$ cat config.mk
export PLATFORM = sky130hd
export DESIGN_NAME = uart_tx_param_flat
export DESIGN_NICKNAME = d
export VERILOG_FILES = /design/src/rtl/uart_tx_param_if.sv /design/src/rtl/uart_tx_param.sv /design/src/flat_wrapper.sv
export SDC_FILE = /design/constraint.sdc
export NUM_CORES = 1
export LEC_CHECK = 0
export ABC_AREA = 1
export CELL_PAD_IN_SITES_DETAIL_PLACEMENT = 1
export CELL_PAD_IN_SITES_GLOBAL_PLACEMENT = 1
export CORE_UTILIZATION = 40
export DETAILED_ROUTE_END_ITERATION = 7
export DONT_BUFFER_PORTS = 1
export GPL_TIMING_DRIVEN = 0
export HOLD_SLACK_MARGIN = 0.06
export MAX_ROUTING_LAYER = met4
export PLACE_DENSITY_LB_ADDON = 0.1
export SETUP_SLACK_MARGIN = 0.2
export SYNTH_ARGS = -nofsm -noshare
export SYNTH_HDL_FRONTEND = slang
export SYNTH_SLANG_ARGS = --single-unit
export TNS_END_PERCENT = 50
$ cat constraint.sdc
create_clock -name CLK -period 1.9 [get_ports CLK]
set_clock_uncertainty 0.1 [all_clocks]
set_input_delay 0.475 -clock CLK [delete_from_list [all_inputs] [get_ports CLK]]
set_output_delay 0.475 -clock CLK [all_outputs]
set_load 0.02 [all_outputs]
$ cat src/rtl/uart_tx_param_if.sv
// Controller-side handshake and line signals of the parametrised UART transmitter.
// The controller uses the master modport; the transmitter uses the slave modport.
interface uart_tx_param_if #(
  parameter int DATA_W = 8
);
  logic              STT;
  logic [DATA_W-1:0] DIN;
  logic              TX;
  logic              EOT;
  logic              DONE;
  logic [2:0]        STATE;

  modport master (output STT, DIN, input TX, EOT, DONE, STATE);
  modport slave  (input STT, DIN, output TX, EOT, DONE, STATE);
endinterface

$ cat src/rtl/uart_tx_param.sv
// Parametrised RS232 transmitter: baud divider, LSB-first shift register,
// optional odd/even parity and one or two stop bits behind an STT/EOT handshake.
module uart_tx_param #(
  parameter int CLKS_PER_BIT = 434,
  parameter int DATA_W       = 8,
  parameter int PARITY       = 0,
  parameter int STOP_BITS    = 1
) (
  input  logic            CLK,
  input  logic            RST,
  uart_tx_param_if.slave  bus
);

  localparam int CNT_W = $clog2(CLKS_PER_BIT);
  localparam int IDX_W = $clog2(DATA_W + 1);

  localparam logic [CNT_W-1:0] CNT_LAST  = CNT_W'(CLKS_PER_BIT - 1);
  localparam logic [IDX_W-1:0] DATA_LAST = IDX_W'(DATA_W - 1);
  localparam logic [IDX_W-1:0] STOP_LAST = IDX_W'(STOP_BITS - 1);
  localparam bit               PAR_EN    = (PARITY != 0);
  localparam bit               PAR_ODD   = (PARITY == 1);

  typedef enum logic [2:0] {
    IDLE  = 3'd0,
    START = 3'd1,
    DATA  = 3'd2,
    PAR   = 3'd3,
    STOP  = 3'd4
  } state_e;

  state_e            state_q, state_d;
  logic [CNT_W-1:0]  cnt_q, cnt_d;
  logic [IDX_W-1:0]  idx_q, idx_d;
  logic [DATA_W-1:0] shift_q, shift_d;
  logic              par_q, par_d;
  logic              tx_q, tx_d;
  logic              eot_q, eot_d;
  logic              done_q, done_d;
  logic              last_cnt;

  assign last_cnt = (cnt_q == CNT_LAST);

  always_comb begin
    // NOTE: every variable gets a default before the case so no path can infer a latch.
    state_d  = state_q;
    cnt_d    = cnt_q;
    idx_d    = idx_q;
    shift_d  = shift_q;
    par_d    = par_q;
    tx_d     = tx_q;
    done_d   = 1'b0;

    unique case (state_q)
      IDLE: begin
        tx_d  = 1'b1;
        cnt_d = '0;
        idx_d = '0;
        if (bus.STT) begin
          shift_d = bus.DIN;
          par_d   = PAR_ODD ? ~^bus.DIN : ^bus.DIN;
          tx_d    = 1'b0;
          state_d = START;
        end
      end

      START: begin
        if (last_cnt) begin
          cnt_d   = '0;
          idx_d   = '0;
          tx_d    = shift_q[0];
          shift_d = shift_q >> 1;
          state_d = DATA;
        end else begin
          cnt_d = cnt_q + CNT_W'(1);
        end
      end

      DATA: begin
        if (last_cnt) begin
          cnt_d = '0;
          if (idx_q == DATA_LAST) begin
            idx_d = '0;
            if (PAR_EN) begin
              tx_d    = par_q;
              state_d = PAR;
            end else begin
              tx_d    = 1'b1;
              state_d = STOP;
            end
          end else begin
            idx_d   = idx_q + IDX_W'(1);
            tx_d    = shift_q[0];
            shift_d = shift_q >> 1;
          end
        end else begin
          cnt_d = cnt_q + CNT_W'(1);
        end
      end

      PAR: begin
        if (last_cnt) begin
          cnt_d   = '0;
          idx_d   = '0;
          tx_d    = 1'b1;
          state_d = STOP;
        end else begin
          cnt_d = cnt_q + CNT_W'(1);
        end
      end

      STOP: begin
        if (last_cnt) begin
          cnt_d = '0;
          // The stop bit index reuses the data bit index counter.
          if (idx_q == STOP_LAST) begin
            idx_d   = '0;
            tx_d    = 1'b1;
            done_d  = 1'b1;
            state_d = IDLE;
          end else begin
            idx_d = idx_q + IDX_W'(1);
          end
        end else begin
          cnt_d = cnt_q + CNT_W'(1);
        end
      end

      default: begin
        cnt_d   = '0;
        idx_d   = '0;
        tx_d    = 1'b1;
        state_d = IDLE;
      end
    endcase

    eot_d = (state_d == IDLE);
  end

  // NOTE: sequential state uses non-blocking assignments so all flops sample together.
  always_ff @(posedge CLK or negedge RST) begin
    if (!RST) begin
      state_q <= IDLE;
      cnt_q   <= '0;
      idx_q   <= '0;
      // NOTE: the shift register is reset too, so a fresh frame never exposes stale data.
      shift_q <= '0;
      par_q   <= 1'b0;
      tx_q    <= 1'b1;
      eot_q   <= 1'b1;
      done_q  <= 1'b0;
    end else begin
      state_q <= state_d;
      cnt_q   <= cnt_d;
      idx_q   <= idx_d;
      shift_q <= shift_d;
      par_q   <= par_d;
      tx_q    <= tx_d;
      eot_q   <= eot_d;
      done_q  <= done_d;
    end
  end

  assign bus.TX    = tx_q;
  assign bus.EOT   = eot_q;
  assign bus.DONE  = done_q;
  assign bus.STATE = state_q;

endmodule
$ cat src/flat_wrapper.sv
// flat-port wrapper written by rule: the top's interface ports become plain ports
module uart_tx_param_flat 
#(
  parameter int CLKS_PER_BIT = 434,
  parameter int DATA_W       = 8,
  parameter int PARITY       = 0,
  parameter int STOP_BITS    = 1
)
  (CLK, RST, bus_STT, bus_DIN, bus_TX, bus_EOT, bus_DONE, bus_STATE);
  uart_tx_param_if #(.DATA_W(DATA_W)) bus_i ();
  input  logic CLK;
  input  logic RST;
  input wire logic [$bits(bus_i.STT)-1:0] bus_STT;
  input wire logic [$bits(bus_i.DIN)-1:0] bus_DIN;
  output wire logic [$bits(bus_i.TX)-1:0] bus_TX;
  output wire logic [$bits(bus_i.EOT)-1:0] bus_EOT;
  output wire logic [$bits(bus_i.DONE)-1:0] bus_DONE;
  output wire logic [$bits(bus_i.STATE)-1:0] bus_STATE;
  assign bus_i.STT = bus_STT;
  assign bus_i.DIN = bus_DIN;
  assign bus_TX = bus_i.TX;
  assign bus_EOT = bus_i.EOT;
  assign bus_DONE = bus_i.DONE;
  assign bus_STATE = bus_i.STATE;
  uart_tx_param #(.CLKS_PER_BIT(CLKS_PER_BIT), .DATA_W(DATA_W), .PARITY(PARITY), .STOP_BITS(STOP_BITS)) u_core (.CLK(CLK), .RST(RST), .bus(bus_i));
endmodule
==> results.md <==
- Most frequent cell after synthesis: nand2_1
- IO Port Bufs: 0
- Vias in the first global route: 1,259
- # clock sinks: 27
- Post-synthesis sequential area ratio: 43.9%
- Later-pin clock latency in the skew report: 0.27 ns
- Chip width: 64.2 microns
- Register area: 682 sq um
- Synth cell types: 26
- Vias: 1,198
- Hold_ws: 0.276 ns
- Syn Nets: 202
- Slew Limit Fails: 0
- Max FO, Critical Path: 8
- Gate count of the mapped netlist: 187
- WS Path Type: reg2reg
- Status: complete, no violations
- GR Util All Layers: 18.9%
- Final GP Congestion: 0.764
- Average instance area after synthesis: 8.27 sq um
- # fillers: 472
- Placeable Area: 0.00369 sq mm
- First-pass iteration count of the detailed router: 4
- LEAKAGE: 0.864 nW
- HPWL Detailed: 2.41 mm
- CTS tree: built
- Multi-input logic area: 753 sq um
- Root buf cell: clkbuf_8
- Drt wl/cell: 13.7 microns
- Synth area leaders: dfrtp_1 40%, nand2_1 10%, nand3_1 5.8%, inv_1 5.8%, nor2_1 4.6%
- CTS max path bufs: 2
- Mapped Area: 0.00155 sq mm
- # DRC: 0
- # IOs: 17
- Unrepaired setup endpoints after global routing: yes
- Synth-to-layout area growth: 13.2%
- Initial antenna violation count: 0
- Dpl cell area: 0.00161 sq mm
- Crit share post-route: 84.9%
- Design area: 0.00175 sq mm
- DRT Wirelength: 3.34 mm
- Combinational Power Share: 29.3%
- Net Sw Frac: 34.4%
- Final Hold Viols: 0
- P_sw: 0.000568 W
- CP Data Arrival Time: 1.67 ns
- Hold_sp: bus_DIN[7]
- DIE HEIGHT: 64.2 microns
- Top FF cell, synth: dfrtp_1
- Worst Setup SP: u_core.idx_q[1]
- EDFF count, synth: 0
- Power per cell area: 942 mW/mm^2
- Synth Register Bits: 27
- Initial DRC count: 36
- Setup Viol. Count Final: 0
- Worst setup margin: 0.287 ns
- Setup_tns: 0 ns
- H-tree levels: 1
- Antenna Nets Post-Route: 0
- Period minus WS final: 1.61 ns
- Initial Util: 41.9%
- Overflow after GRT: 0
- RR Startpoint: u_core.idx_q[1]
- Slew headroom: 75.6%
- Synth async-reset ratio: 100%
- Synth top cells by count: 41 x nand2_1, 25 x dfrtp_1, 24 x inv_1, 19 x nor2_1, 18 x nand3_1
- Area leader, netlist: dfrtp_1
- Diode count: 0
- Max IR drop VDD: 347 uV
- YS warnings: 0
- Crit end category: flop
- Placement Rows: 22
- Worst hold path class: in2reg
- Die ar.: 0.00412 sq mm
- Fmax: 620 MHz
- Post-layout util: 47.5%
- Slew @ Worst Pin: 0.363 ns
- CTS buffer count: 3
- Clk network pwr share: 19.5%
- Total of max-cap violations: 0
- DR vias/cell: 4.93
- Seq pwr share: 51.1%
- Clk pin slew, worst setup/hold paths: 0.09 ns
- First-pass GRT wire length: 5.88 mm
- Fraction of layout cells with a size suffix above 1: 23.6%
- Pin count of the biggest net entering global routing: 28
- Final #Nets: 211
- Place WS: 0.223 ns
- Synth top area share: 40.5%
- WP data required: 1.96 ns
- P_int: 0.00108 W
- Setup crit start kind: flop
==> routing by layer <==
metal	track usage, %	routed length, microns
met2	30.2	1630
met5	-	0
met1	24.5	1610
met4	6.67	34
met3	2.86	61
==> what timing repair did <==
item / in CTS / in global routing
buffers inserted: 0 / 1
hold buffers: 2 / 0
setup endpoints to repair: 0 / 15
hold endpoints to repair: 27 / 0
gates resized for setup: 0 / 12
==> worst paths after layout <==
kind	to	slack, ns	cells past startpoint
max in group asynchronous	u_core.bus.TX	0.90	2
worst min-delay path	u_core.shift_q[7]	0.28	2
worst max register to register	u_core.shift_q[1]	0.29	6
min in group asynchronous	u_core.idx_q[1]	0.57	2
worst min register to register	u_core.shift_q[4]	0.39	2
worst max-delay path	u_core.shift_q[1]	0.29	6
==> cell families after synthesis <==
group / after synthesis / synth area share, %
and+or+nand+nor: 94 / 30.7
DFF: 27 / 43.9
buffers and inverters: 31 / 9.55
adders and majority gates: 4 / 3.24
AOI/OAI and AO/OA: 28 / 11.0
xor gates and xnor gates: 3 / 1.70
==> layout by cell type, fill, tap and decap left out, types with 3 or more instances in the layout <==
master	count
nand2_1	40
inv_1	24
dfrtp_1	22
nand3_1	17
nor2_1	16
o21ai_0	9
o21ai_2	8
a21oi_1	6
nand2_4	5
o21ai_1	5
inv_2	4
nand2_2	3
ha_1	3
clkbuf_8	3
dfrtp_2	3
==> state kept, by name (all words and copies together) (netlist names) <==
signal	cells
u_core.bus.TX	1
u_core.shift_q	8
u_core.cnt_q	9
u_core.bus.DONE	1
u_core.idx_q	4
u_core.bus.EOT	1
u_core.bus.STATE	3
==> critical path, cell delays in order, from the launching register on <==
cell,delay (ns)
dfrtp_1,0.39
ha_1,0.22
nand3_2,0.13
or2_4,0.29
nand3_4,0.16
clkbuf_16,0.18
o21ai_2,0.05
==> through the flow <==
| step | instances | power (W) |
|---|---|---|
| 6_report | 243 | 0.00165 |
| 5_1_grt | 243 | 0.00178 |
| 2_1_floorplan | 187 | 0.00120 |
| 4_1_cts | 241 | 0.00165 |
| 3_5_place_dp | 235 | 0.00129 |
| 3_3_place_gp | 235 | 0.00127 |
==> power groups by stage <==
| stage | clock network (W) | logic [W] | registers [W] |
|---|---|---|---|
| finish | 0.000322 | 0.000484 | 0.000843 |
| global route | 0.000356 | 0.000562 | 0.000866 |
| CTS | 0.000340 | 0.000468 | 0.000837 |
| detailed placement | 0 | 0.000446 | 0.000848 |
| global placement | 0 | 0.000427 | 0.000841 |
| floorplan | 0 | 0.000379 | 0.000824 |
==> layout make-up <==
cell class	instances	share of cell area [%]
Timing Repair Buffer	4	3.57
Buffer	3	2.43
Tap cell	48	3.43
Clock buffer	4	2.57
Multi-Input combinational cell	129	43.0
Sequential cell	27	39.0
Inverter	28	6.00
(Power assumes the default switching activity.)
